### src/rtl/modn_pkg.sv
// Shared definitions for the MOD-N sweep sequencer: state encoding and direction constants.
package modn_pkg;

    localparam logic [1:0] ST_IDLE = 2'd0;
    localparam logic [1:0] ST_UP   = 2'd1;
    localparam logic [1:0] ST_DOWN = 2'd2;
    localparam logic [1:0] ST_DONE = 2'd3;

    localparam logic DIR_UP   = 1'b1;
    localparam logic DIR_DOWN = 1'b0;

    typedef enum logic [1:0] {
        S_IDLE = ST_IDLE,
        S_UP   = ST_UP,
        S_DOWN = ST_DOWN,
        S_DONE = ST_DONE
    } state_e;

endpackage

### src/rtl/modn_updown_core.sv
// Up/down counter modulo N with enable and synchronous clear; wraps in both directions.
module modn_updown_core #(
    parameter int N = 10,
    parameter int W = 4
) (
    input  logic         clk,
    input  logic         reset,
    input  logic         en,
    input  logic         up,
    input  logic         clr,
    output logic [W-1:0] count
);

    localparam logic [W-1:0] CNT_MAX = W'(N - 1);

    logic [W-1:0] count_q;
    logic [W-1:0] count_d;

    always_comb begin
        count_d = count_q;
        if (clr) begin
            count_d = '0;
        end else if (en) begin
            if (up) begin
                count_d = (count_q == CNT_MAX) ? '0 : count_q + W'(1);
            end else begin
                count_d = (count_q == '0) ? CNT_MAX : count_q - W'(1);
            end
        end
    end

    always_ff @(posedge clk) begin
        if (!reset) begin
            count_q <= '0;
        end else begin
            count_q <= count_d;
        end
    end

    assign count = count_q;

endmodule

### src/rtl/modn_sweep_ctrl.sv
// Triangle-sweep sequencer: drives a MOD-N counter 0..N-1..0 for a programmed number of sweeps,
// holding each value for dwell+1 cycles, with start/busy/done handshake and abort.
module modn_sweep_ctrl
    import modn_pkg::*;
#(
    parameter int N  = 10,
    parameter int W  = 4,
    parameter int SW = 8
) (
    input  logic          clk,
    input  logic          reset,
    input  logic          start,
    input  logic          abort,
    input  logic [SW-1:0] sweeps,
    input  logic [3:0]    dwell,
    output logic          busy,
    output logic          done,
    output logic          updown,
    output logic [W-1:0]  count,
    output logic [SW-1:0] sweep_cnt
);

    localparam logic [W-1:0] CNT_PENULT = W'(N - 2);
    localparam logic [W-1:0] CNT_ONE    = W'(1);

    state_e        state_q;
    logic          busy_q;
    logic          done_q;
    logic          updown_q;
    logic [3:0]    dwell_cnt_q;
    logic [3:0]    dwell_cnt_d;
    logic [3:0]    dwell_q;
    logic [SW-1:0] sweeps_q;
    logic [SW-1:0] sweep_cnt_q;
    logic [SW-1:0] sweep_cnt_d;

    logic running;
    logic accept;
    logic step;
    logic last_up;
    logic last_down;
    logic core_up;

    assign running     = (state_q == S_UP) || (state_q == S_DOWN);
    assign accept      = (state_q == S_IDLE) && start && !abort;
    // Abort takes priority over a step landing on the same edge, so count freezes where it was.
    assign step        = running && !abort && (dwell_cnt_q == dwell_q);
    assign dwell_cnt_d = step ? 4'd0 : dwell_cnt_q + 4'd1;
    assign last_up     = step && (state_q == S_UP)   && (count == CNT_PENULT);
    assign last_down   = step && (state_q == S_DOWN) && (count == CNT_ONE);
    assign sweep_cnt_d = sweep_cnt_q + SW'(1);
    assign core_up     = (state_q == S_UP);

    modn_updown_core #(
        .N (N),
        .W (W)
    ) u_core (
        .clk   (clk),
        .reset (reset),
        .en    (step),
        .up    (core_up),
        .clr   (accept),
        .count (count)
    );

    always_ff @(posedge clk) begin
        if (!reset) begin
            state_q     <= S_IDLE;
            busy_q      <= 1'b0;
            done_q      <= 1'b0;
            updown_q    <= DIR_UP;
            dwell_cnt_q <= 4'd0;
            dwell_q     <= 4'd0;
            sweeps_q    <= '0;
            sweep_cnt_q <= '0;
        end else begin
            unique case (state_q)
                S_IDLE: begin
                    done_q <= 1'b0;
                    if (accept) begin
                        sweeps_q    <= sweeps;
                        dwell_q     <= dwell;
                        sweep_cnt_q <= '0;
                        dwell_cnt_q <= 4'd0;
                        updown_q    <= DIR_UP;
                        busy_q      <= 1'b1;
                        if (sweeps == '0) begin
                            state_q <= S_DONE;
                            done_q  <= 1'b1;
                        end else begin
                            state_q <= S_UP;
                        end
                    end
                end
                S_UP: begin
                    if (abort) begin
                        state_q  <= S_IDLE;
                        busy_q   <= 1'b0;
                        updown_q <= DIR_UP;
                    end else begin
                        dwell_cnt_q <= dwell_cnt_d;
                        if (last_up) begin
                            state_q  <= S_DOWN;
                            updown_q <= DIR_DOWN;
                        end
                    end
                end
                S_DOWN: begin
                    if (abort) begin
                        state_q  <= S_IDLE;
                        busy_q   <= 1'b0;
                        updown_q <= DIR_UP;
                    end else begin
                        dwell_cnt_q <= dwell_cnt_d;
                        if (last_down) begin
                            sweep_cnt_q <= sweep_cnt_d;
                            updown_q    <= DIR_UP;
                            if (sweep_cnt_d == sweeps_q) begin
                                state_q <= S_DONE;
                                done_q  <= 1'b1;
                            end else begin
                                state_q <= S_UP;
                            end
                        end
                    end
                end
                S_DONE: begin
                    state_q <= S_IDLE;
                    done_q  <= 1'b0;
                    busy_q  <= 1'b0;
                end
                default: begin
                    state_q <= S_IDLE;
                    busy_q  <= 1'b0;
                    done_q  <= 1'b0;
                end
            endcase
        end
    end

    assign busy      = busy_q;
    assign done      = done_q;
    assign updown    = updown_q;
    assign sweep_cnt = sweep_cnt_q;

endmodule

### config.mk
export PLATFORM = sky130hd
export DESIGN_NAME = modn_sweep_ctrl
export DESIGN_NICKNAME = d
export VERILOG_FILES = /design/src/rtl/modn_pkg.sv /design/src/rtl/modn_updown_core.sv /design/src/rtl/modn_sweep_ctrl.sv
export SDC_FILE = /design/constraint.sdc
export NUM_CORES = 1
export LEC_CHECK = 0
export ABC_AREA = 1
export CAP_MARGIN = 20
export CORE_ASPECT_RATIO = 1.75
export CORE_MARGIN = 4
export CORE_UTILIZATION = 30
export CTS_BUF_LIST = sky130_fd_sc_hd__clkbuf_8
export DETAILED_ROUTE_END_ITERATION = 16
export GPL_TIMING_DRIVEN = 0
export PLACE_DENSITY = 0.47
export SLEW_MARGIN = 20
export SYNTH_ARGS = -nofsm -noshare
export SYNTH_HDL_FRONTEND = slang
export SYNTH_SLANG_ARGS = --single-unit
### constraint.sdc
create_clock -name clk -period 3.5 [get_ports clk]
set_input_delay 0.7 -clock clk [delete_from_list [all_inputs] [get_ports clk]]
set_output_delay 0.7 -clock clk [all_outputs]
set_load 0.005 [all_outputs]
; Word-level counts from Yosys, hierarchy flattened
; Index checks and enable logic that the tools add are counted.
[word_totals]
reg_bits = 33
in_bits = 16
elab_cells = 89
[classes]
n_addsub = 4
eq_ne = 16
n_mux = 33
n_bitwise = 1
reduce_logical = 26
[ops]
columns = operator, count
row1 = 4-bit two-way mux, 6
row2 = 8-bit two-way mux, 3
row3 = 8-bit case mux with 2 select lines, 1
row4 = 2-bit two-way mux, 7
row5 = 4-bit AND reduction, 3
row6 = 1-bit two-way mux, 11
row7 = 1-bit case mux with 3 select lines, 3
row8 = "4-bit by 1-bit adder with 4-bit output, second input constant", 2
row9 = "8-bit by 1-bit adder with 8-bit output, second input constant", 1
row10 = "4-bit == test, second input constant", 2
row11 = 8-bit == test, 1
row12 = 1-bit logical AND, 8
row13 = 8-bit logical NOT, 1
row14 = "2-bit inequality test, second input constant", 4
row15 = 2-bit case mux with 4 select lines, 1
row16 = 4-bit case mux with 2 select lines, 1
row17 = "3-bit inequality test, second input constant", 2
row18 = 3-bit AND reduction, 2
row19 = 3-bit nonzero test, 2
row20 = "2-bit == test, second input constant", 2
row21 = "4-bit by 1-bit == test with 1-bit output, second input constant", 1
row22 = 4-bit == test, 1
row23 = 4-bit logical NOT, 1
row24 = "2-bit by 1-bit inequality test with 1-bit output, second input constant", 2
row25 = 9 further kinds, 12

; Depth between registers and ports, before layout
[depth]
ltp_word = 9
depth_mapped = 14
mapped_depth_nobuf = 14

; By module
; Synthesis repeated with hierarchy kept, for this count alone.
[hier_totals]
hier_cells = 329
hier_area_um2 = 2082.0
[modules_own_cells]
columns = mod, n_inst, cells_per_inst, area_per_inst_um2, seq_area_each_um2
row1 = modn_sweep_ctrl, 1, 275, 1790.5, 580.6
row2 = modn_updown_core, 1, 54, 291.5, 80.1

; Least setup slack after synthesis
; Ideal clock, no wire load.
[synth_timing]
path_kind = reg-to-reg
from = register state_q[1]
to = register sweep_cnt_q[2] (netlist: sweep_cnt[2])
setup_ns = 0.115
t_arrival_ns = 1.662
setup_slack_ns = 1.723
stages_incl_launch_ff = 11
path_buffers = 0
period_less_slack_ns = 1.777
path_cell_list = dfxtp_1 inv_1 ha_1 inv_2 nor3_2 nand2_4 inv_6 nand2_8 nand2_8 a21oi_1 o21a_1
[synth_between]
elab_chain_cells = 8
[synth_rtl]
columns = item, line_no
row1 = start: declaration, modn_sweep_ctrl.sv:26  ; state_e state_q;
row2 = start signal: assignment, modn_sweep_ctrl.sv:68  ; state_q <= S_IDLE;
row3 = start signal: assignment, modn_sweep_ctrl.sv:88  ; state_q <= S_DONE;
row4 = start signal: assignment, modn_sweep_ctrl.sv:91  ; state_q <= S_UP;
row5 = 2-bit by 1-bit == test with 1-bit output / 2-bit == test (equally long branches), "modn_sweep_ctrl.sv:44, modn_sweep_ctrl.sv:50, modn_sweep_ctrl.sv:77"
row6 = 1-bit logical OR, modn_sweep_ctrl.sv:44  ; assign running = (state_q == S_UP) || (state_q == S_DOWN);
row7 = 1-bit logical AND (2 in series), modn_sweep_ctrl.sv:47  ; assign step = running && !abort && (dwell_cnt_q == dwell_q);
row8 = 1-bit logical AND (2 in series), modn_sweep_ctrl.sv:50  ; assign last_down = step && (state_q == S_DOWN) && (count == CNT_ONE);
row9 = 2-bit inequality test (no line), n/a
row10 = 4-bit AND reduction (no line), n/a
row11 = end signal: assignment, modn_sweep_ctrl.sv:116  ; sweep_cnt_q <= sweep_cnt_d;
row12 = end: declaration, modn_sweep_ctrl.sv:34  ; logic [SW-1:0] sweep_cnt_q;
; Parallel ways exist; a longest one is shown, timed or not.
; A chain may end at the register's enable or synchronous reset.

; Final worst setup path
[layout_timing]
from = input abort
to = register updown_q (netlist: updown)
[layout_between]
elab_chain_cells = 7
[layout_rtl]
columns = item, line_no
row1 = start: declaration, modn_sweep_ctrl.sv:13  ; input logic abort,
row2 = 1-bit logical NOT, "modn_sweep_ctrl.sv:45, modn_sweep_ctrl.sv:47"
row3 = 1-bit logical AND (2 in series), modn_sweep_ctrl.sv:47
row4 = "1-bit logical AND, on equally long branches (2 in series)", "modn_sweep_ctrl.sv:50, modn_sweep_ctrl.sv:49"
row5 = 3-bit inequality test (no line), n/a
row6 = 4-bit AND reduction (no line), n/a
row7 = end signal: assignment, modn_sweep_ctrl.sv:71  ; updown_q <= DIR_UP;
row8 = end signal: assignment, modn_sweep_ctrl.sv:85  ; updown_q <= DIR_UP;
row9 = end signal: assignment, modn_sweep_ctrl.sv:99  ; updown_q <= DIR_UP;
row10 = end: declaration, modn_sweep_ctrl.sv:29  ; logic updown_q;
; Parallel ways exist; a longest one is shown, timed or not.

==> out/qor.csv <==
stage;metric;value;unit
outcome;outcome;finished, final reports clean;
pwr;cellPowerDensity;556;mW/mm2
critical_path;crit_buf_inv;2;
floorplanning;die_x;70.1;um
global_routing;globalRoute.totalOverflow;0;
logic_synthesis;synthCells;294;
route;final_antenna_net_count;0;
critical_path;critPathCaptureType;flip-flop;
clock_network;post_cts_buffers;0;
clock_network;cts_buffer_depth;2;
route;dr.pass1.iters;4;
clock_network;postCtsHoldBufs;0;
hold_path;hp-class;reg2reg;
timing;post-route-period-util;0.588;
layout;drive_above_1_share;0.109;
timing;rsz0062_at_grt;no;
logic_synthesis;synthTopCellsByArea;dfxtp_1, nand2_1, a21oi_1;
pwr;p_leak;0.995;nW
layout;finalInstanceArea;0.00251;mm2
global_routing;grt_pass1_vias;1969;
critical_path;required;3680;ps
layout;fin_cells;413;
timing;hold_viol;0;
layout;diodes;0;
floorplanning;coreArea;0.00654;mm2
clock_network;htreeDepth;2;
logic_synthesis;synth_top_cell_area_share;0.326;
floorplanning;rows;39;
critical_path;path_common_cell;nand2_4;
timing;slew_violations;0;
floorplanning;die_h;117;um
placement;place_ws;1090;ps
critical_path;cp-start-kind;input pin;
critical_path;worst-path-max-fanout;10;
critical_path;cpPeakStageDelay;560;ps
placement;portBuffers;30;
clock_network;cts_tree;built;
clock_network;clkSlewWorstSetupHoldPaths;70;ps
timing;fin_ws;1440;ps
placement;post_dp_cell_area;0.00243;mm2
layout;mostFrequentLayoutCells;nand2_1, inv_1, nor2_1, dfxtp_1, clkdlybuf4s50_1;
global_routing;grt.total_usage;0.145;
global_routing;antenna_found_initial;0;
global_routing;grt_max_degree;11;
logic_synthesis;synthesis.nets;316;
clock_network;cts-buffers-inserted;5;
pwr;max-vdd-ir-drop;0.321;mV
clock_network;clk_latency;290;ps
placement;dpl.cell_count;406;
logic_synthesis;synth_warnings;0;
global_routing;grt_pass1_wl;9.22;mm
route;vias;2009;
logic_synthesis;synth_ff_type;dfxtp_1;
logic_synthesis;synthesis.area;0.00203;mm2
timing;fin_crit;2060;ps
floorplanning;start_util;0.310;
logic_synthesis;synth_area_leader_cell;dfxtp_1;
layout;syn_to_final_growth;24.2;%
logic_synthesis;synth_edf_count;0;
clock_network;root_buffer;clkbuf_8;
layout;layout_commonest_cell;nand2_1;
placement;dp_hpwl;4.29;mm
timing;setup_viol;0;
layout;fin_nets;353;
route;via_per_inst;4.86;
pwr;finalPower;1.40;mW
logic_synthesis;postSynthAreaPerCell;6.89;um2
flow_run;maxCapViolations;0;
route;routed_wl;5.52;mm
critical_path;cp_top_family;simple AND/OR/NAND/NOR gates;
placement;finalWeightedCongestion;0.811;
timing;clock_skew;7.32;ps
timing;slew_headroom;0.673;
critical_path;crit_chain;clkdlybuf4s50_1 > nor3_2 > nand2_4 > inv_6 > nand2_8 > nand2_4 > nand3_4 > o21ai_1 > nand3_1;
route;drc_errors;0;
logic_synthesis;ys_seq_elements;33;
floorplanning;die-area;0.00818;mm2
critical_path;worst_ep_arrival_time;2240;ps
route;dr.first_iter.drc_count;72;
clock_network;cts_resized;0;
logic_synthesis;async_flop_share;0;
floorplanning;ios;31;
logic_synthesis;ys_seq_area_frac;0.326;
timing;max_freq;486;MHz
critical_path;cpMaxStageDelayCell;clkdlybuf4s50_1;
timing;hold_slack;471;ps
logic_synthesis;synth.distinct_cells;36;
route;wl_per_cell;13.4;um
clock_network;clock-sinks;33;
critical_path;critPathKind;in2reg;
timing;tightest_slew;489;ps
layout;final_util;0.385;
timing;fin_setup_tns;0;ps
==> final timing paths <==
path	slack (ps)	cells after the start	end	start
min	470	2	sweeps_q[3]	sweeps_q[3]
max reg2reg	1490	11	updown	state_q[1]
min reg2reg	470	2	sweeps_q[3]	sweeps_q[3]
max	1440	9	updown	abort
==> Yosys cell counts (2+ instances only) <==
master,number
nand2_1,49
inv_1,34
dfxtp_1,33
nor2_1,33
a21oi_1,29
nand3_1,28
o21ai_0,22
nor2_2,7
ha_1,6
nand4_1,5
inv_2,4
nand2_2,4
xor2_1,4
a211oi_1,3
buf_2,3
nand2_4,3
o21ai_1,3
a31oi_1,2
nand2_8,2
nand3_4,2
o21a_1,2
xnor2_1,2
==> sequential cells by signal, indices dropped and copies added (netlist names) <==
name          flops
state_q           2
u_core.count      4
sweeps_q          8
sweep_cnt         8
busy              1
done              1
updown            1
dwell_q           4
dwell_cnt_q       4
==> kinds of logic after synthesis <==
logic type                 Yosys count  synth area share
xor gates and xnor gates             6            0.0259
and+or+nand+nor                    139             0.347
buffers and inverters               45            0.0896
adders and majority gates            6            0.0371
AOI/OAI and AO/OA                   65             0.175
DFF                                 33             0.326
==> routing by layer <==
metal / GRT usage / up-vias / wire [um]
li1: - / 1042 / -
met1: 0.150 / 909 / 2180
met2: 0.272 / 47 / 2960
met3: 0.0336 / 11 / 231
met4: 0.0665 / 0 / 144
met5: 0 / - / 0
==> worst min-delay path, cell delays in order (launching register included) <==
cell and delay (ps):
dfxtp_1 310, inv_1 60, a21oi_1 60
==> power breakdown <==
part	switching [mW]	internal, mW	leakage [nW]	total [mW]
registers	0.0599	0.438	0.269	0.498
logic	0.373	0.228	0.678	0.601
clock network	0.146	0.153	0.0485	0.299
==> layout make-up <==
cell class	count	area [um2]
multi-input combinational	216	1180
buffer	5	26.3
clock buffer	6	82.6
fill	715	4020
tap	82	103
inverter	40	155
timing repair buffer	30	300
sequential	33	661
clock inverter	1	3.75
No activity file was read; power rests on OpenSTA's default activity.
